==> config.mk <==
export PLATFORM = sky130hd
export DESIGN_NAME = reg_writeback_flat
export DESIGN_NICKNAME = d
export VERILOG_FILES = /design/src/rtl/reg_writeback_if.sv /design/src/rtl/reg_writeback.sv /design/src/flat_wrapper.sv
export SDC_FILE = /design/constraint.sdc
export NUM_CORES = 1
export LEC_CHECK = 0
export ABC_AREA = 1
export BUFFER_PORTS_ARGS = -buffer_cell sky130_fd_sc_hd__buf_4
export CORE_ASPECT_RATIO = 0.7
export CORE_MARGIN = 5
export CORE_UTILIZATION = 52
export DETAILED_ROUTE_END_ITERATION = 16
export PLACE_DENSITY = 0.81
export SKIP_CTS_REPAIR_TIMING = 1
export SYNTH_ARGS = -nofsm -noshare
export SYNTH_HDL_FRONTEND = slang
export SYNTH_SLANG_ARGS = --single-unit
==> constraint.sdc <==
create_clock -name clk -period 5.2 [get_ports clk]
set_input_delay 1.04 -clock clk [delete_from_list [all_inputs] [get_ports clk]]
set_output_delay 1.04 -clock clk [all_outputs]
set_load 0.02 [all_outputs]
==> src/rtl/reg_writeback_if.sv <==
// reg_writeback_if: ALU/load result inputs, reg_file write port and read-bypass signals of the writeback stage
interface reg_writeback_if #(
  parameter int data_width    = 32,
  parameter int reg_sel_width = 5
);
  logic                     alu_valid;
  logic                     alu_ready;
  logic [reg_sel_width-1:0] alu_rd_sel;
  logic [data_width-1:0]    alu_data;
  logic                     load_valid;
  logic                     load_ready;
  logic [reg_sel_width-1:0] load_rd_sel;
  logic [data_width-1:0]    load_data;
  logic                     wr_req;
  logic [reg_sel_width-1:0] wr_sel;
  logic [data_width-1:0]    wr_data;
  logic [reg_sel_width-1:0] rs1_sel;
  logic [reg_sel_width-1:0] rs2_sel;
  logic [data_width-1:0]    rf_rs1_data;
  logic [data_width-1:0]    rf_rs2_data;
  logic [data_width-1:0]    rs1_data;
  logic [data_width-1:0]    rs2_data;
  modport master (
    output alu_valid, alu_rd_sel, alu_data, load_valid, load_rd_sel, load_data,
           rs1_sel, rs2_sel, rf_rs1_data, rf_rs2_data,
    input  alu_ready, load_ready, wr_req, wr_sel, wr_data, rs1_data, rs2_data
  );
  modport slave (
    input  alu_valid, alu_rd_sel, alu_data, load_valid, load_rd_sel, load_data,
           rs1_sel, rs2_sel, rf_rs1_data, rf_rs2_data,
    output alu_ready, load_ready, wr_req, wr_sel, wr_data, rs1_data, rs2_data
  );
endinterface

==> src/rtl/reg_writeback.sv <==
// reg_writeback: merges ALU and buffered load results onto reg_file's write port; WB_BYPASS_EN adds read bypass
module reg_writeback #(
  parameter int data_width      = 32,
  parameter int reg_sel_width   = 5,
  parameter int load_fifo_depth = 4,
  parameter int starve_limit    = 3
) (
  input logic           clk,
  input logic           rst,
  reg_writeback_if.slave bus
);
  localparam int aw = $clog2(load_fifo_depth);
  localparam int cw = aw + 1;
  localparam int sw = $clog2(starve_limit + 1);
  typedef struct packed {
    logic [reg_sel_width-1:0] sel;
    logic [data_width-1:0]    data;
  } ent_t;
  ent_t                     mem_q [load_fifo_depth];
  ent_t                     mem_d [load_fifo_depth];
  logic [aw-1:0]            rd_q, rd_d, wp_q, wp_d;
  logic [cw-1:0]            cnt_q, cnt_d;
  logic [sw-1:0]            starve_q, starve_d;
  logic                     wr_req_q, wr_req_d;
  logic [reg_sel_width-1:0] wr_sel_q, wr_sel_d;
  logic [data_width-1:0]    wr_data_q, wr_data_d;
  logic                     alu_ready, load_ready, alu_take, push, pop, nonempty;
  ent_t                     head, pick;
  // arbitration: ALU first unless the load FIFO has starved starve_limit times, then pop the head
  always_comb begin
    alu_ready  = rst && (starve_q != sw'(starve_limit));
    load_ready = rst && (cnt_q != cw'(load_fifo_depth));
    nonempty   = cnt_q != '0;
    alu_take   = bus.alu_valid && alu_ready;
    push       = bus.load_valid && load_ready;
    pop        = !alu_take && nonempty;
    head       = mem_q[rd_q];
    pick       = alu_take ? ent_t'{bus.alu_rd_sel, bus.alu_data} : head;
    starve_d   = (alu_take && nonempty) ? starve_q + sw'(1) : '0;
    wr_req_d   = (alu_take || pop) && (pick.sel != '0);
    wr_sel_d   = wr_req_d ? pick.sel : wr_sel_q;
    wr_data_d  = wr_req_d ? pick.data : wr_data_q;
    mem_d      = mem_q;
    if (push) mem_d[wp_q] = ent_t'{bus.load_rd_sel, bus.load_data};
    wp_d       = wp_q + aw'(push);
    rd_d       = rd_q + aw'(pop);
    cnt_d      = cnt_q + cw'(push) - cw'(pop);
  end
  // control state and the registered write port; reset drops buffered loads and any in-flight write
  always_ff @(posedge clk) begin
    if (!rst) begin
      cnt_q     <= '0;
      rd_q      <= '0;
      wp_q      <= '0;
      starve_q  <= '0;
      wr_req_q  <= 1'b0;
      wr_sel_q  <= '0;
      wr_data_q <= '0;
    end else begin
      cnt_q     <= cnt_d;
      rd_q      <= rd_d;
      wp_q      <= wp_d;
      starve_q  <= starve_d;
      wr_req_q  <= wr_req_d;
      wr_sel_q  <= wr_sel_d;
      wr_data_q <= wr_data_d;
    end
  end
  // FIFO storage needs no reset: entries are only read while counted
  always_ff @(posedge clk) mem_q <= mem_d;
  assign bus.alu_ready  = alu_ready;
  assign bus.load_ready = load_ready;
  assign bus.wr_req     = wr_req_q;
  assign bus.wr_sel     = wr_sel_q;
  assign bus.wr_data    = wr_data_q;
`ifdef WB_BYPASS_EN
  assign bus.rs1_data = (wr_req_q && wr_sel_q == bus.rs1_sel && bus.rs1_sel != '0) ? wr_data_q : bus.rf_rs1_data;
  assign bus.rs2_data = (wr_req_q && wr_sel_q == bus.rs2_sel && bus.rs2_sel != '0) ? wr_data_q : bus.rf_rs2_data;
`else
  assign bus.rs1_data = bus.rf_rs1_data;
  assign bus.rs2_data = bus.rf_rs2_data;
`endif
endmodule

==> src/flat_wrapper.sv <==
// flat-port wrapper written by rule: the top's interface ports become plain ports
module reg_writeback_flat 
#(
  parameter int data_width      = 32,
  parameter int reg_sel_width   = 5,
  parameter int load_fifo_depth = 4,
  parameter int starve_limit    = 3
)
  (clk, rst, bus_alu_valid, bus_alu_rd_sel, bus_alu_data, bus_load_valid, bus_load_rd_sel, bus_load_data, bus_rs1_sel, bus_rs2_sel, bus_rf_rs1_data, bus_rf_rs2_data, bus_alu_ready, bus_load_ready, bus_wr_req, bus_wr_sel, bus_wr_data, bus_rs1_data, bus_rs2_data);
  reg_writeback_if #(.data_width(data_width), .reg_sel_width(reg_sel_width)) bus_i ();
  input logic clk;
  input logic rst;
  input wire logic [$bits(bus_i.alu_valid)-1:0] bus_alu_valid;
  input wire logic [$bits(bus_i.alu_rd_sel)-1:0] bus_alu_rd_sel;
  input wire logic [$bits(bus_i.alu_data)-1:0] bus_alu_data;
  input wire logic [$bits(bus_i.load_valid)-1:0] bus_load_valid;
  input wire logic [$bits(bus_i.load_rd_sel)-1:0] bus_load_rd_sel;
  input wire logic [$bits(bus_i.load_data)-1:0] bus_load_data;
  input wire logic [$bits(bus_i.rs1_sel)-1:0] bus_rs1_sel;
  input wire logic [$bits(bus_i.rs2_sel)-1:0] bus_rs2_sel;
  input wire logic [$bits(bus_i.rf_rs1_data)-1:0] bus_rf_rs1_data;
  input wire logic [$bits(bus_i.rf_rs2_data)-1:0] bus_rf_rs2_data;
  output wire logic [$bits(bus_i.alu_ready)-1:0] bus_alu_ready;
  output wire logic [$bits(bus_i.load_ready)-1:0] bus_load_ready;
  output wire logic [$bits(bus_i.wr_req)-1:0] bus_wr_req;
  output wire logic [$bits(bus_i.wr_sel)-1:0] bus_wr_sel;
  output wire logic [$bits(bus_i.wr_data)-1:0] bus_wr_data;
  output wire logic [$bits(bus_i.rs1_data)-1:0] bus_rs1_data;
  output wire logic [$bits(bus_i.rs2_data)-1:0] bus_rs2_data;
  assign bus_i.alu_valid = bus_alu_valid;
  assign bus_i.alu_rd_sel = bus_alu_rd_sel;
  assign bus_i.alu_data = bus_alu_data;
  assign bus_i.load_valid = bus_load_valid;
  assign bus_i.load_rd_sel = bus_load_rd_sel;
  assign bus_i.load_data = bus_load_data;
  assign bus_i.rs1_sel = bus_rs1_sel;
  assign bus_i.rs2_sel = bus_rs2_sel;
  assign bus_i.rf_rs1_data = bus_rf_rs1_data;
  assign bus_i.rf_rs2_data = bus_rf_rs2_data;
  assign bus_alu_ready = bus_i.alu_ready;
  assign bus_load_ready = bus_i.load_ready;
  assign bus_wr_req = bus_i.wr_req;
  assign bus_wr_sel = bus_i.wr_sel;
  assign bus_wr_data = bus_i.wr_data;
  assign bus_rs1_data = bus_i.rs1_data;
  assign bus_rs2_data = bus_i.rs2_data;
  reg_writeback #(.data_width(data_width), .reg_sel_width(reg_sel_width), .load_fifo_depth(load_fifo_depth), .starve_limit(starve_limit)) u_core (.clk(clk), .rst(rst), .bus(bus_i));
endmodule
# Yosys cells after proc, flatten, opt, wreduce, memory -nomap -nowiden
# Index checks and enable logic that the tools add are counted.
totals:
  output_inout_bits: 104
  register_bits: 195
  elab_cells: 47
  inputBits: 152
op_classes:
  n_lt_le_gt_ge: 3
  mux: 7
  n_reduce_logical: 13
  n_bitwise: 2
  eq_ne: 2
  add_sub_neg: 5
op_table:
  columns: ["operator", "count"]
  rows:
  - ["$bwmux 148", 1]
  - ["$mux 37", 4]
  - ["$bmux 37 s2", 1]
  - ["$demux 37 s2", 1]
  - ["$logic_and 1x1->1", 8]
  - ["$ge 3x3->1 const B", 2]
  - ["$not 2->3", 2]
  - ["$reduce_bool 5->1", 1]
  - ["$add 2x1->2", 2]
  - ["$add 3x1->3", 1]
  - ["$lt 3x1->1 const B", 1]
  - ["$ne 3x3->1 const B", 1]
  - ["$reduce_bool 3->1", 1]
  - ["$sub 3x1->3", 1]
  - ["$add 2x1->2 const B", 1]
  - ["$ne 2x2->1 const B", 1]
  - ["$reduce_and 2->1", 1]
  - ["$logic_not 1->1", 1]
  - ["$logic_or 1x1->1", 1]

# Depth between registers and ports, before layout
# Gate-level depths: netlist of run 1.
depth:
  ltp_word: 7
  ltp_mapped: 14
  mapped_depth_nobuf: 12

# Worst setup path before layout of run 1
# No wires, ideal clock.
synth_timing:
  path_type: "input to register"
  from: "input rst"
  to: "register u_core.mem_q[111] (netlist bit) (enable)"
  setup_time_ns: 0.478
  path_slack_ns: 0.471
  arrival_time_ns: 4.252
  path_buffers: 0
  cell_stages: 4
  t_required_ns: 4.722
  cell_sequence: "inv_2 -> a21oi_1 -> nand2_1 -> nor3_1"
synth_between:
  elab_chain_cells: 2
synth_lines:
  columns: ["element", "line", "source"]
  rows:
  - ["start: declaration", "flat_wrapper.sv:12", "input logic rst;"]
  - ["$logic_and 1x1->1", "reg_writeback.sv:32", "load_ready = rst && (cnt_q != cw'(load_fifo_depth));"]
  - ["via bus_load_ready", "flat_wrapper.sv:24", "output wire logic [$bits(bus_i.load_ready)-1:0] bus_load_ready;"]
  - ["$logic_and 1x1->1", "reg_writeback.sv:35", "push = bus.load_valid && load_ready;"]
  - ["end signal: assignment", "reg_writeback.sv:70", "always_ff @(posedge clk) mem_q <= mem_d;"]
  - ["end: declaration", "reg_writeback.sv:19", "ent_t mem_q [load_fifo_depth];"]
# The timed path passes the listed nets, and every way through them passes these cells.
# A chain may end at the register's enable or synchronous reset.

# Worst setup path in the final report of run 1
layout_timing:
  from: "input rst"
  to: "register u_core.wr_sel_q[3] (netlist: u_core.bus.wr_sel[3])"
layout_between:
  elab_chain_cells: 6
  elab_cells_between_ends: 8
  cone_classes: "mux: 1; reduce/logical: 7"
layout_lines:
  columns: ["element", "line", "source"]
  rows:
  - ["branches (longest 6 deep; another with $mux 37)", null, null]
  - ["end signal: assignment", "reg_writeback.sv:65", "wr_sel_q <= wr_sel_d;"]
  - ["end: declaration", "reg_writeback.sv:25", "logic [reg_sel_width-1:0] wr_sel_q, wr_sel_d;"]
# Several ways; the timed one is not identified.

==> results, run 1 <==
- In this run, placement finished with an instance count of 1,043.
- The largest stage delay on the critical path is 0.58 ns.
- The total count of hold-check failures in the final report was 0.
- The worst hold path class is reg2reg.
- The floorplan has 38 rows.
- The clock network fraction of total power is 26.6%.
- In the final layout, the multi-input gates occupy 2150 um2.
- For this run, global-route usage on met2 was measured as 31.3%.
- Routability-driven placement finished with a final weighted congestion of 0.778.
- The HPWL after detailed placement is 11.1 mm.
- The worst hold path begins at u_core.starve_q[0].
- The largest area contributor in the netlist is sky130_fd_sc_hd__edfxtp_1.
- The first-pass GRT wire length is 28.4 mm.
- The switching share of power is 34.6%.
- The peak supply drop is 0.414 mV.
- The maximum number of pins on one net before global-route repair is 75.
- The beginning of the worst register-to-register path is u_core.rd_q[0].
- The number of buffers added by the clock tree synthesis step is 17.
- Static timing analysis puts the maximum clock frequency at 301 MHz.
- Among all stages on the critical path, the largest delay is contributed by sky130_fd_sc_hd__buf_4.
- Internal power comes to 0.00312 W.
- The initial DRC count is 381.
- After global routing, the most crowded layer is met2.
- The worst reg-to-reg path cell count is 12.
- The initial antenna violation count is 0.
- The worst relative slew slack is 47.3%.
- The total global routing track utilization is 19.3%.
- The worst hold path terminates at u_core.starve_q[0].
- Across the whole layout, storage elements account for 5390 um2.
- Global routing consumed, on the met3 layer, 6.84% of the routing resources.
- TritonCTS built the clock tree.
- After synthesis, flip-flops and latches occupy 64.1% of the total area.
- The tree built by TritonCTS fans out to 195 sinks.
- STA puts the critical path data arrival time at 3.65 ns.
- On the final layout, the worst clock skew is 0.0116 ns.
- In the routed layout, each cell is associated on average with a via count of 5.25.
- Summed over all failing endpoints, the final setup total negative slack is 0 ns.
- The total power divided by cell area is 501 nW/um2.
- Synthesis produced 821 cells.
- The time the worst path needs with I/O delays and setup is 3.32 ns.
- The critical-path maximum fanout is 69.
- The area of the core is 15,700 um2.
- The flow ran to the end, and the final reports show no timing, DRC or antenna violations.
- A synthesized cell averages 10.2 um2.
- The area growth from synthesis to layout is 13.7%.
- The clock tree root buffer cell is sky130_fd_sc_hd__clkbuf_16.
- The endpoint of the worst register-to-register path is u_core.bus.wr_sel[3].
- The remaining antenna violation count is 0.
- The worst path uses 63.9% of the clock period.
- After detailed routing, the average wire length per cell comes to 16.7 um.
- Of the cells placed in the final design, the portion with a size suffix greater than 1 is 19.7%.
- Along the worst hold path, the cell count comes to 1.
- The total wire length after detailed routing is 17.9 mm.
- Excluding fillers, the count of instances in the completed layout stands at 1,075.
- Setup repair after global routing left no endpoint under its margin.
- The via count of the first global-routing pass was 5,537.
- Yosys attributes the largest share of cell area to sky130_fd_sc_hd__edfxtp_1 (53%), sky130_fd_sc_hd__dfxtp_1 (11%), sky130_fd_sc_hd__nand2_1 (11%), sky130_fd_sc_hd__buf_4 (5.8%), sky130_fd_sc_hd__a32o_1 (3.8%).
- STA classifies the critical path endpoint as a flip-flop.
- 0 antenna diodes ended up in the layout.
- Synthesis instantiated 28 different standard cells from the library.
- Clock latency on the worst-skew pair, taken at its later pin, is 0.43 ns.
- The total overflow left after global routing is 0.
- Ranked by instance count, the synthesized netlist is headed by sky130_fd_sc_hd__nand2_1 (239), sky130_fd_sc_hd__edfxtp_1 (148), sky130_fd_sc_hd__nor2_1 (78).
- The most frequently used cell type in the post-synthesis netlist is sky130_fd_sc_hd__nand2_1.
- The worst endpoint required time is 5.52 ns.
- In the global route stage, met1 resource usage came out at 24.8%.
- Of the post-synthesis cell area, the dominant cell type holds 52.9%.
- Fill cells in the final layout number 1,267.
- Of all flip-flops after synthesis, the portion carrying an async set or reset was 0%.
- In this run the cell area of the synthesized design comes to 8400 um2.
- The dominant delay contributor by cell family on the critical path is buffers and inverters.
- The Yosys step of the flow raised 0 warnings.
- The worst-case register-to-register setup slack is 2.28 ns.
- The buffer depth of the longest clock path is 2.
- The flop and latch count out of synthesis is 195.
- The initial cell density of the core is 53.5%.
- The slew at the pin with the worst max-slew slack is 0.790 ns.
- The number of buffers and inverters on the critical path is 4.
- The deepest level of the CTS H-tree is 4.
- The height of the chip is 116 um.
- After clock tree synthesis, the clock-pin slew on the worst setup and hold paths is 0.07 ns.
- The DRC violation count after routing is 0.
- The combinational power share is 32.2%.
- The share of total power in sequential cells is 41.3%.
- Across all setup checks in the final design, the least slack found is 1.88 ns.
- The detailed-routing iteration count for the pre-antenna-repair pass is 5.
- The number of nets in the layout is 1,018.
- The net switching power figure is 0.00166 W.
- For this run, the leading register cell type out of synthesis is sky130_fd_sc_hd__edfxtp_1.
- The worst-case setup slack after placement is 1.44 ns.
- Counting every net in the synthesized netlist gives 977.
- The setup path with the least slack is of type in2reg.
- The total number of vias is 5,641.
- The worst setup path is launched from a primary input.
- Across the run, the number of max-cap violations was 0.
- For this design the static power due to leakage is 3.90 nW.
- Measured on the finished design, the core utilization comes to 60.9%.
- The count of flip-flops with a built-in enable after synthesis is 148.
- The final setup violation count is 0.
- The count of buffers added on input and output ports is 117.
- Walking the worst path, the cells encountered are buf_4, inv_2, nor2_2, nand2_1, or2_2, nand2_1, nand3_1, o21bai_4, buf_4, inv_1, nor2_1, nor2_1.
- In this run the count of I/O pins placed on the die edge is 256.
- Measured along the x axis, the die boundary spans 162 um.
- The number of max-slew violations in the final report was 0.
- The die area is 18,800 um2.
## through the flow
step                      hold slack (ns)  instance area (um2)  total power [W]
after floorplan                     0.397                 8400          0.00312
after global placement              0.417                 8980          0.00350
after detailed placement            0.434                 8980          0.00354
after CTS                           0.444                 9550          0.00481
after global routing                0.468                 9550          0.00508
final                               0.450                 9550          0.00478
## cell usage in the layout, fill, tap and decap left out, drive strengths merged
cell type,count
a21o,1
a21oi,39
a32o,32
buf,128
bufinv,1
clkbuf,17
clkinv,5
clkinvlp,2
dfxtp,47
edfxtp,148
fa,1
ha,3
inv,69
nand2,239
nand3,17
nand3b,1
nor2,79
nor3,5
o21ai,34
o21bai,1
or2,4
xnor2,1
xor2,1
## layer usage
metal	vias to the layer above	routed length, um
li1	2749	-
met1	2661	7770
met2	182	8310
met3	49	1430
met4	0	389
met5	-	0
## sequential cells by signal, summed over array words and instances (netlist names)
register,count
u_core.bus.wr_data,32
u_core.bus.wr_req,1
u_core.bus.wr_sel,5
u_core.cnt_q,3
u_core.mem_q,148
u_core.rd_q,2
u_core.starve_q,2
u_core.wp_q,2
## kinds of logic after synthesis
logic type / Yosys count / synth area share, %
AND/OR/NAND/NOR: 345 / 15.9
adder cells (fa/ha/maj): 4 / 0.685
flip-flops: 195 / 64.1
buffers and inverters: 168 / 10.7
XOR/XNOR: 2 / 0.209
AO/OA/AOI/OAI: 107 / 8.39
## final cells by class
| type | count | area share, % |
|---|---|---|
| sequential | 195 | 56.4 |
| multi-input combinational | 458 | 22.5 |
| timing repair buffer | 128 | 10.1 |
| clock buffer | 17 | 4.45 |
| tap | 200 | 2.62 |
| inverter | 62 | 2.44 |
| clock inverter | 15 | 1.55 |
## power by group through the flow
stage	registers, W	clock network (W)	logic, W
2_1_floorplan	0.00215	0	0.000968
3_3_place_gp	0.00200	0	0.00150
3_5_place_dp	0.00200	0	0.00154
4_1_cts	0.00197	0.00129	0.00155
5_1_grt	0.00199	0.00136	0.00173
6_report	0.00197	0.00127	0.00154
## how the worst max path moves through the flow
stage / depth (start not counted) / endpoint / start / slack, ns
after floorplan: 4 / u_core.mem_q[111] / rst / 0.47
after global placement: 12 / u_core.bus.wr_sel[2] / rst / 1.48
after detailed placement: 12 / u_core.bus.wr_sel[3] / rst / 1.44
after CTS: 12 / u_core.bus.wr_sel[3] / rst / 1.89
after global routing: 12 / u_core.bus.wr_data[12] / rst / 1.56
final: 12 / u_core.bus.wr_sel[3] / rst / 1.88
Note: power is estimated with default switching activity, not from simulation.
==> run 2: changes to the inputs <==
CORE_UTILIZATION = 47   (was 52)
PLACE_DENSITY = 0.77   (was 0.81)
clock period = 2.8 ns   (was 5.2 ns; I/O delays follow)
==> results, run 2 (synthesized netlist as in run 1, its figures left out) <==
- The clock tree root buffer cell is sky130_fd_sc_hd__clkbuf_16 (unchanged).
- The first-pass GRT wire length is 27.9 mm (was 28.4 mm).
- The element type at the critical path end is a flip-flop (unchanged).
- The final RePlAce weighted congestion was 0.757 (was 0.778).
- The maximum clock frequency is 435 MHz.
- The total wire length after detailed routing came to 17.6 mm (was 17.9 mm).
- The critical path class is reg2reg (was in2reg).
- The critical-path maximum fanout is 11 (was 69).
- The half-perimeter wire length after detailed placement was 11.3 mm (was 11.1 mm).
- The worst endpoint data arrival time is 2.61 ns (was 3.65 ns).
- The buffer depth of the longest clock path is 2 (unchanged).
- Ordered list of cells on the worst path: ha_1, nor2_2, nand2_1, nand2_1, nor2_1, a21o_1, ha_1, inv_1, fa_1, xor2_1, o21ai_0, a21oi_1 (was buf_4, inv_2, nor2_2, nand2_1, or2_2, nand2_1, nand3_1, o21bai_4, buf_4, inv_1, nor2_1, nor2_1).
- The number of maximum-capacitance constraint violations was 0 (unchanged).
- The slew at the pin with the worst max-slew slack is 0.515 ns (was 0.790 ns).
- The number of placement rows is 40 (was 38).
- The clock tree from TritonCTS is done (unchanged).
- The maximum number of pins on one net before global-route repair is 50 (was 75).
- The number of clock sinks is 195 (unchanged).
- The clock input transition at the sequential cells of the worst setup and hold paths is 0.07 ns (about the same).
- The initial antenna violation count was 0 (unchanged).
- The number of antenna repair diodes came to 0 (unchanged).
- The DRC violation count after routing is 0 (unchanged).
- The largest stage delay on the critical path was 0.38 ns (was 0.58 ns).
- The critical path launch point type is a flip-flop (was primary input).
- Result of the run: finished clean (unchanged).
- The number of port buffers is 117 (unchanged).
- The post-detailed-route via-to-cell ratio is 5.01 (was 5.25).
- The number of buffers added by the clock tree synthesis step is 17 (unchanged).
- The final setup violation count came to 0 (unchanged).
- Unrepaired setup endpoints after global routing: false (unchanged).
- The dominant delay contributor by cell family on the critical path is adder cells (was buffers and inverters).
- The number of flip-flops under the largest register name is 148 (unchanged).
- The number of nets in the layout is 1,029 (was 1,018).
- The deepest level of the CTS H-tree came to 4 (unchanged).
- The total power consumption of the routed design was 0.00885 W (was 0.00478 W).
- The worst hold path class is in2reg (was reg2reg).
- The horizontal extent of the die is 170 um (was 162 um).
- The slowest cell on the critical path was sky130_fd_sc_hd__fa_1 (was sky130_fd_sc_hd__buf_4).
- The register containing the most flip-flops in the final layout is u_core.mem_q (unchanged).
- The share of layout cells above drive strength 1 is 20.7% (was 19.7%).
- The die area came to 20,700 um2 (was 18,800 um2).
- The total count of hold-check failures in the final report was 0 (unchanged).
- The initial DRC count was 370 (was 381).
- The remaining antenna violation count was 0 (unchanged).
- The average wire per cell in the routed design is 15.8 um (was 16.7 um).
- The number of max-slew violations in the final report is 0 (unchanged).
- Commonest cells after routing, fill and taps aside: sky130_fd_sc_hd__nand2_1 (239), sky130_fd_sc_hd__edfxtp_1 (148), sky130_fd_sc_hd__buf_4 (137), sky130_fd_sc_hd__nor2_1 (78), sky130_fd_sc_hd__inv_1 (58) (was sky130_fd_sc_hd__nand2_1 (239), sky130_fd_sc_hd__edfxtp_1 (148), sky130_fd_sc_hd__buf_4 (128), sky130_fd_sc_hd__nor2_1 (78), sky130_fd_sc_hd__inv_1 (58)).
- The number of top-level design ports came to 256 (unchanged).
- The final clock skew is 0.0143 ns (was 0.0116 ns).
- The number of fillers in the final layout is 1,428 (was 1,267).
- The peak supply drop is 0.680 mV (was 0.414 mV).
- The total number of vias is 5,591 (was 5,641).
- The commonest non-fill, non-tap cell in the layout is sky130_fd_sc_hd__nand2_1 (unchanged).
- The initial cell density of the core came to 48.4% (was 53.5%).
- The number of buffers and inverters on the critical path came to 1 (was 4).
- The clock latency reported for the late side of the worst-skew pair is 0.44 ns (was 0.43 ns).
- The height of the chip came to 122 um (was 116 um).
- The post-route fraction of the period consumed by the critical path is 82.0%.
- The leakage component of the power is 3.95 nW (was 3.90 nW).
- The via count of the first global-routing pass came to 5,472 (was 5,537).
- The global-route congestion overflow total was 0 (unchanged).
- The total power divided by cell area came to 913 nW/um2 (was 501 nW/um2).
- The setup total negative slack is 0 ns (unchanged).
- The worst path needs 2.30 ns of the cycle, external delays included.
- The worst endpoint required time is 3.12 ns (was 5.52 ns).
- The detailed-routing iteration count for the pre-antenna-repair pass is 5 (unchanged).
- The worst relative slew slack is 65.7% (was 47.3%).
- The area growth from synthesis to layout is 15.4% (was 13.7%).
- The area of the core is 17,400 um2 (was 15,700 um2).
- The total global routing track utilization is 17.4% (was 19.3%).
run 2: cell types whose count changed in the layout (fill, tap and decap cells not counted), sizes merged:
| cell | change |
|---|---|
| bufinv | -1 |
| clkinvlp | +3 |
| inv | -4 |
| clkbuf | +1 |
| buf | +11 |
| clkinv | +1 |
run 2: layout make-up:
type | count | area (um2) | share of cell area [%]
sequential | 195 | 5390 | 55.6
clock buffer | 18 | 439 | 4.53
timing repair buffer | 139 | 1070 | 11.0
tap | 231 | 289 | 2.98
clock inverter | 14 | 106 | 1.10
inverter | 62 | 233 | 2.40
multi-input combinational | 458 | 2170 | 22.4
run 2: layer usage:
| metal | global-route usage, % | up-vias | part of all wire [%] |
|---|---|---|---|
| met3 | 6.13 | 43 | 8.7 |
| met2 | 26.2 | 176 | 43 |
| met1 | 23.5 | 2597 | 46 |
| met4 | 6.44 | 0 | 1.9 |
| met5 | 0 | - | 0 |
| li1 | - | 2775 | - |
run 2: report_power, final:
part	switching [W]	internal (W)	leakage, nW
sequential	0.000198	0.00348	1.73
combinational	0.00179	0.00113	1.96
clock	0.00108	0.00117	0.258
total	0.00307	0.00578	3.95
run 2: per-stage QoR:
stage / area (um2) / setup WS, ns / hold WS (ns) / instances / util, %
3_3_place_gp: 9150 / 0.310 / 0.409 / 1085 / 52.7
4_1_cts: 9690 / 0.487 / 0.301 / 1117 / 55.8
3_5_place_dp: 9150 / 0.296 / 0.419 / 1085 / 52.7
5_1_grt: 9690 / 0.176 / 0.298 / 1117 / 55.8
6_report: 9690 / 0.503 / 0.320 / 1117 / 55.8
2_1_floorplan: 8420 / -0.371 / 0.397 / 821 / -
run 2: final timing paths:
| path | startpoint | endpoint | slack, ns | cells past startpoint |
|---|---|---|---|---|
| max | u_core.starve_q[0] | u_core.cnt_q[2] | 0.50 | 12 |
| min | bus_load_data[24] | u_core.mem_q[61] | 0.32 | 1 |
| max reg2reg | u_core.starve_q[0] | u_core.cnt_q[2] | 0.50 | 12 |
| min reg2reg | u_core.starve_q[0] | u_core.starve_q[0] | 0.43 | 1 |
==> run 3: changes to the inputs <==
CORE_UTILIZATION = 52   (was 47)
PLACE_DENSITY = 0.81   (was 0.77)
clock period = 2.12 ns   (was 2.8 ns; I/O delays follow)
==> results, run 3 (synthesized netlist as in run 1, its figures left out) <==
- The worst relative slew slack is 65.7% (about the same).
- The number of clock sinks is 195 (unchanged).
- The first-pass GRT wire length is 28.1 mm (was 27.9 mm).
- The total count of hold-check failures in the final report is 0 (unchanged).
- The area of the core is 15,700 um2 (was 17,400 um2).
- The number of top-level design ports is 256 (unchanged).
- The time the worst path needs with I/O delays and setup is 2.05 ns (was 2.30 ns).
- The maximum clock frequency is 487 MHz (was 435 MHz).
- The height of the chip came to 116 um (was 122 um).
- The total placed cells including tap cells was 1,057 (was 1,085).
- The initial antenna violation count is 0 (unchanged).
- The horizontal extent of the die was 162 um (was 170 um).
- The beginning of the worst register-to-register path is u_core.starve_q[0] (unchanged).
- The setup total negative slack was 0 ns (unchanged).
- The half-perimeter wire length after detailed placement is 11.4 mm (was 11.3 mm).
- The endpoint of the worst register-to-register path is u_core.bus.wr_data[13] (was u_core.cnt_q[2]).
- The clock tree from TritonCTS was done (unchanged).
- The number of max-slew violations in the final report is 0 (unchanged).
- The slew at the pin with the worst max-slew slack came to 0.514 ns (was 0.515 ns).
- The worst slack on hold paths is 0.195 ns (was 0.320 ns).
- The first element of the critical path is u_core.starve_q[0] (unchanged).
- Result of the run: finished clean (unchanged).
- The worst endpoint required time came to 2.44 ns (was 3.12 ns).
- The worst reg-to-reg path cell count is 12 (unchanged).
- The register containing the most flip-flops in the final layout is u_core.mem_q (unchanged).
- The number of placement rows is 38 (was 40).
- The cell depth of the worst min-delay path is 1 (unchanged).
- The critical path launch point type is a flip-flop (unchanged).
- The final RePlAce weighted congestion came to 0.753 (was 0.757).
- The post-route fraction of the period consumed by the critical path came to 96.8% (was 82.0%).
- The die area was 18,800 um2 (was 20,700 um2).
- The total number of vias is 5,679 (was 5,591).
- The commonest non-fill, non-tap cell in the layout is sky130_fd_sc_hd__nand2_1 (unchanged).
- Commonest cells after routing, fill and taps aside: sky130_fd_sc_hd__nand2_1 (236), sky130_fd_sc_hd__edfxtp_1 (148), sky130_fd_sc_hd__buf_4 (132), sky130_fd_sc_hd__nor2_1 (76), sky130_fd_sc_hd__inv_1 (58) (was sky130_fd_sc_hd__nand2_1 (239), sky130_fd_sc_hd__edfxtp_1 (148), sky130_fd_sc_hd__buf_4 (137), sky130_fd_sc_hd__nor2_1 (78), sky130_fd_sc_hd__inv_1 (58)).
- The non-filler instance count after layout is 1,091 (was 1,117).
- The deepest level of the CTS H-tree is 4 (unchanged).
- The clock tree root buffer cell is sky130_fd_sc_hd__clkbuf_16 (unchanged).
- The via count of the first global-routing pass is 5,533 (was 5,472).
- The clock latency reported for the late side of the worst-skew pair is 0.42 ns (was 0.44 ns).
- The area growth from synthesis to layout came to 18.5% (was 15.4%).
- The number of antenna repair diodes is 0 (unchanged).
- The maximum number of pins on one net before global-route repair is 40 (was 50).
- The peak supply drop came to 0.691 mV (was 0.680 mV).
- The DRC violation count after routing is 0 (unchanged).
- The end-of-flow core utilization came to 63.4% (was 55.8%).
- The initial cell density of the core is 53.5% (was 48.4%).
- The critical-path maximum fanout is 17 (was 11).
- The share of layout cells above drive strength 1 is 22.2% (was 20.7%).
- The buffer depth of the longest clock path is 2 (unchanged).
- The final clock skew is 0.0155 ns (was 0.0143 ns).
- The number of maximum-capacitance constraint violations is 0 (unchanged).
- The end point of the critical path is u_core.bus.wr_data[13] (was u_core.cnt_q[2]).
- The average wire per cell in the routed design is 16.5 um (was 15.8 um).
- The total power consumption of the routed design is 0.0122 W (was 0.00885 W).
- The total wire length after detailed routing is 18.0 mm (was 17.6 mm).
- The clock input transition at the sequential cells of the worst setup and hold paths is 0.07 ns (about the same).
- The number of buffers added by the clock tree synthesis step came to 17 (unchanged).
- The critical path class is reg2reg (unchanged).
- The leakage component of the power came to 4.05 nW (was 3.95 nW).
- The final setup violation count was 0 (unchanged).
- The initial DRC count is 442 (was 370).
- The element type at the critical path end is a flip-flop (unchanged).
- The global-route congestion overflow total is 0 (unchanged).
- The remaining antenna violation count is 0 (unchanged).
- The total power divided by cell area is 1230 nW/um2 (was 913 nW/um2).
- The worst endpoint data arrival time came to 2.37 ns (was 2.61 ns).
- The worst-case register-to-register setup slack is 0.07 ns (was 0.50 ns).
- The detailed-routing iteration count for the pre-antenna-repair pass is 4 (was 5).
- The worst hold path class is in2reg (unchanged).
- The total global routing track utilization is 19.3% (was 17.4%).
- The number of nets in the layout came to 1,034 (was 1,029).
- The number of port buffers came to 117 (unchanged).
- The number of flip-flops under the largest register name is 148 (unchanged).
- The post-detailed-route via-to-cell ratio is 5.21 (was 5.01).
-- run 3: area by class of cell --
cell class,count,area (um2)
Tap cell,200,250
Multi-Input combinational cell,458,2220
Clock buffer,19,443
Timing Repair Buffer,144,1240
Inverter,62,250
Fill cell,1200,5740
Clock inverter,13,156
Sequential cell,195,5400
-- run 3: critical path, stage by stage, from the launching register on --
cell	delay (ns)
sky130_fd_sc_hd__dfxtp_2	0.32
sky130_fd_sc_hd__ha_2	0.18
sky130_fd_sc_hd__nor2_4	0.12
sky130_fd_sc_hd__nand2_4	0.11
sky130_fd_sc_hd__or2_2	0.31
sky130_fd_sc_hd__nand2_2	0.11
sky130_fd_sc_hd__nand3_2	0.11
sky130_fd_sc_hd__o21bai_4	0.22
sky130_fd_sc_hd__buf_12	0.15
sky130_fd_sc_hd__buf_12	0.14
sky130_fd_sc_hd__nand2_1	0.06
sky130_fd_sc_hd__nand2_1	0.06
sky130_fd_sc_hd__nor2_1	0.05
-- run 3: metrics by stage --
| stage | setup WS (ns) | instance area [um2] |
|---|---|---|
| finish | 0.0672 | 9950 |
| global route | -0.0452 | 9950 |
| floorplan | -0.0674 | 8520 |
| detailed placement | -0.0232 | 9290 |
| global placement | 0.00699 | 9290 |
| CTS | 0.0334 | 9880 |
-- run 3: layer usage --
layer / global-route usage (%) / vias up / share of wire, %
met2: 30.8 / 209 / 45
met5: 0 / - / 0
met3: 7.34 / 41 / 9.3
met4: 5.69 / 0 / 1.8
li1: - / 2780 / -
met1: 25.0 / 2649 / 44
-- run 3: worst min-delay path by stage --
stage                                  start            endpoint  slack (ns)
final                      bus_load_data[25]    u_core.mem_q[99]        0.20
after global routing       bus_load_data[16]    u_core.mem_q[90]        0.17
after CTS                  bus_load_data[25]    u_core.mem_q[99]        0.18
after detailed placement  u_core.starve_q[0]  u_core.starve_q[0]        0.41
after global placement    u_core.starve_q[0]  u_core.starve_q[0]        0.41
after floorplan           u_core.starve_q[0]  u_core.starve_q[0]        0.40
-- run 3: report_power, final --
group | internal, W | total, W | switching (W)
registers | 0.00461 | 0.00489 | 0.000278
clock network | 0.00188 | 0.00325 | 0.00136
logic | 0.00167 | 0.00411 | 0.00243
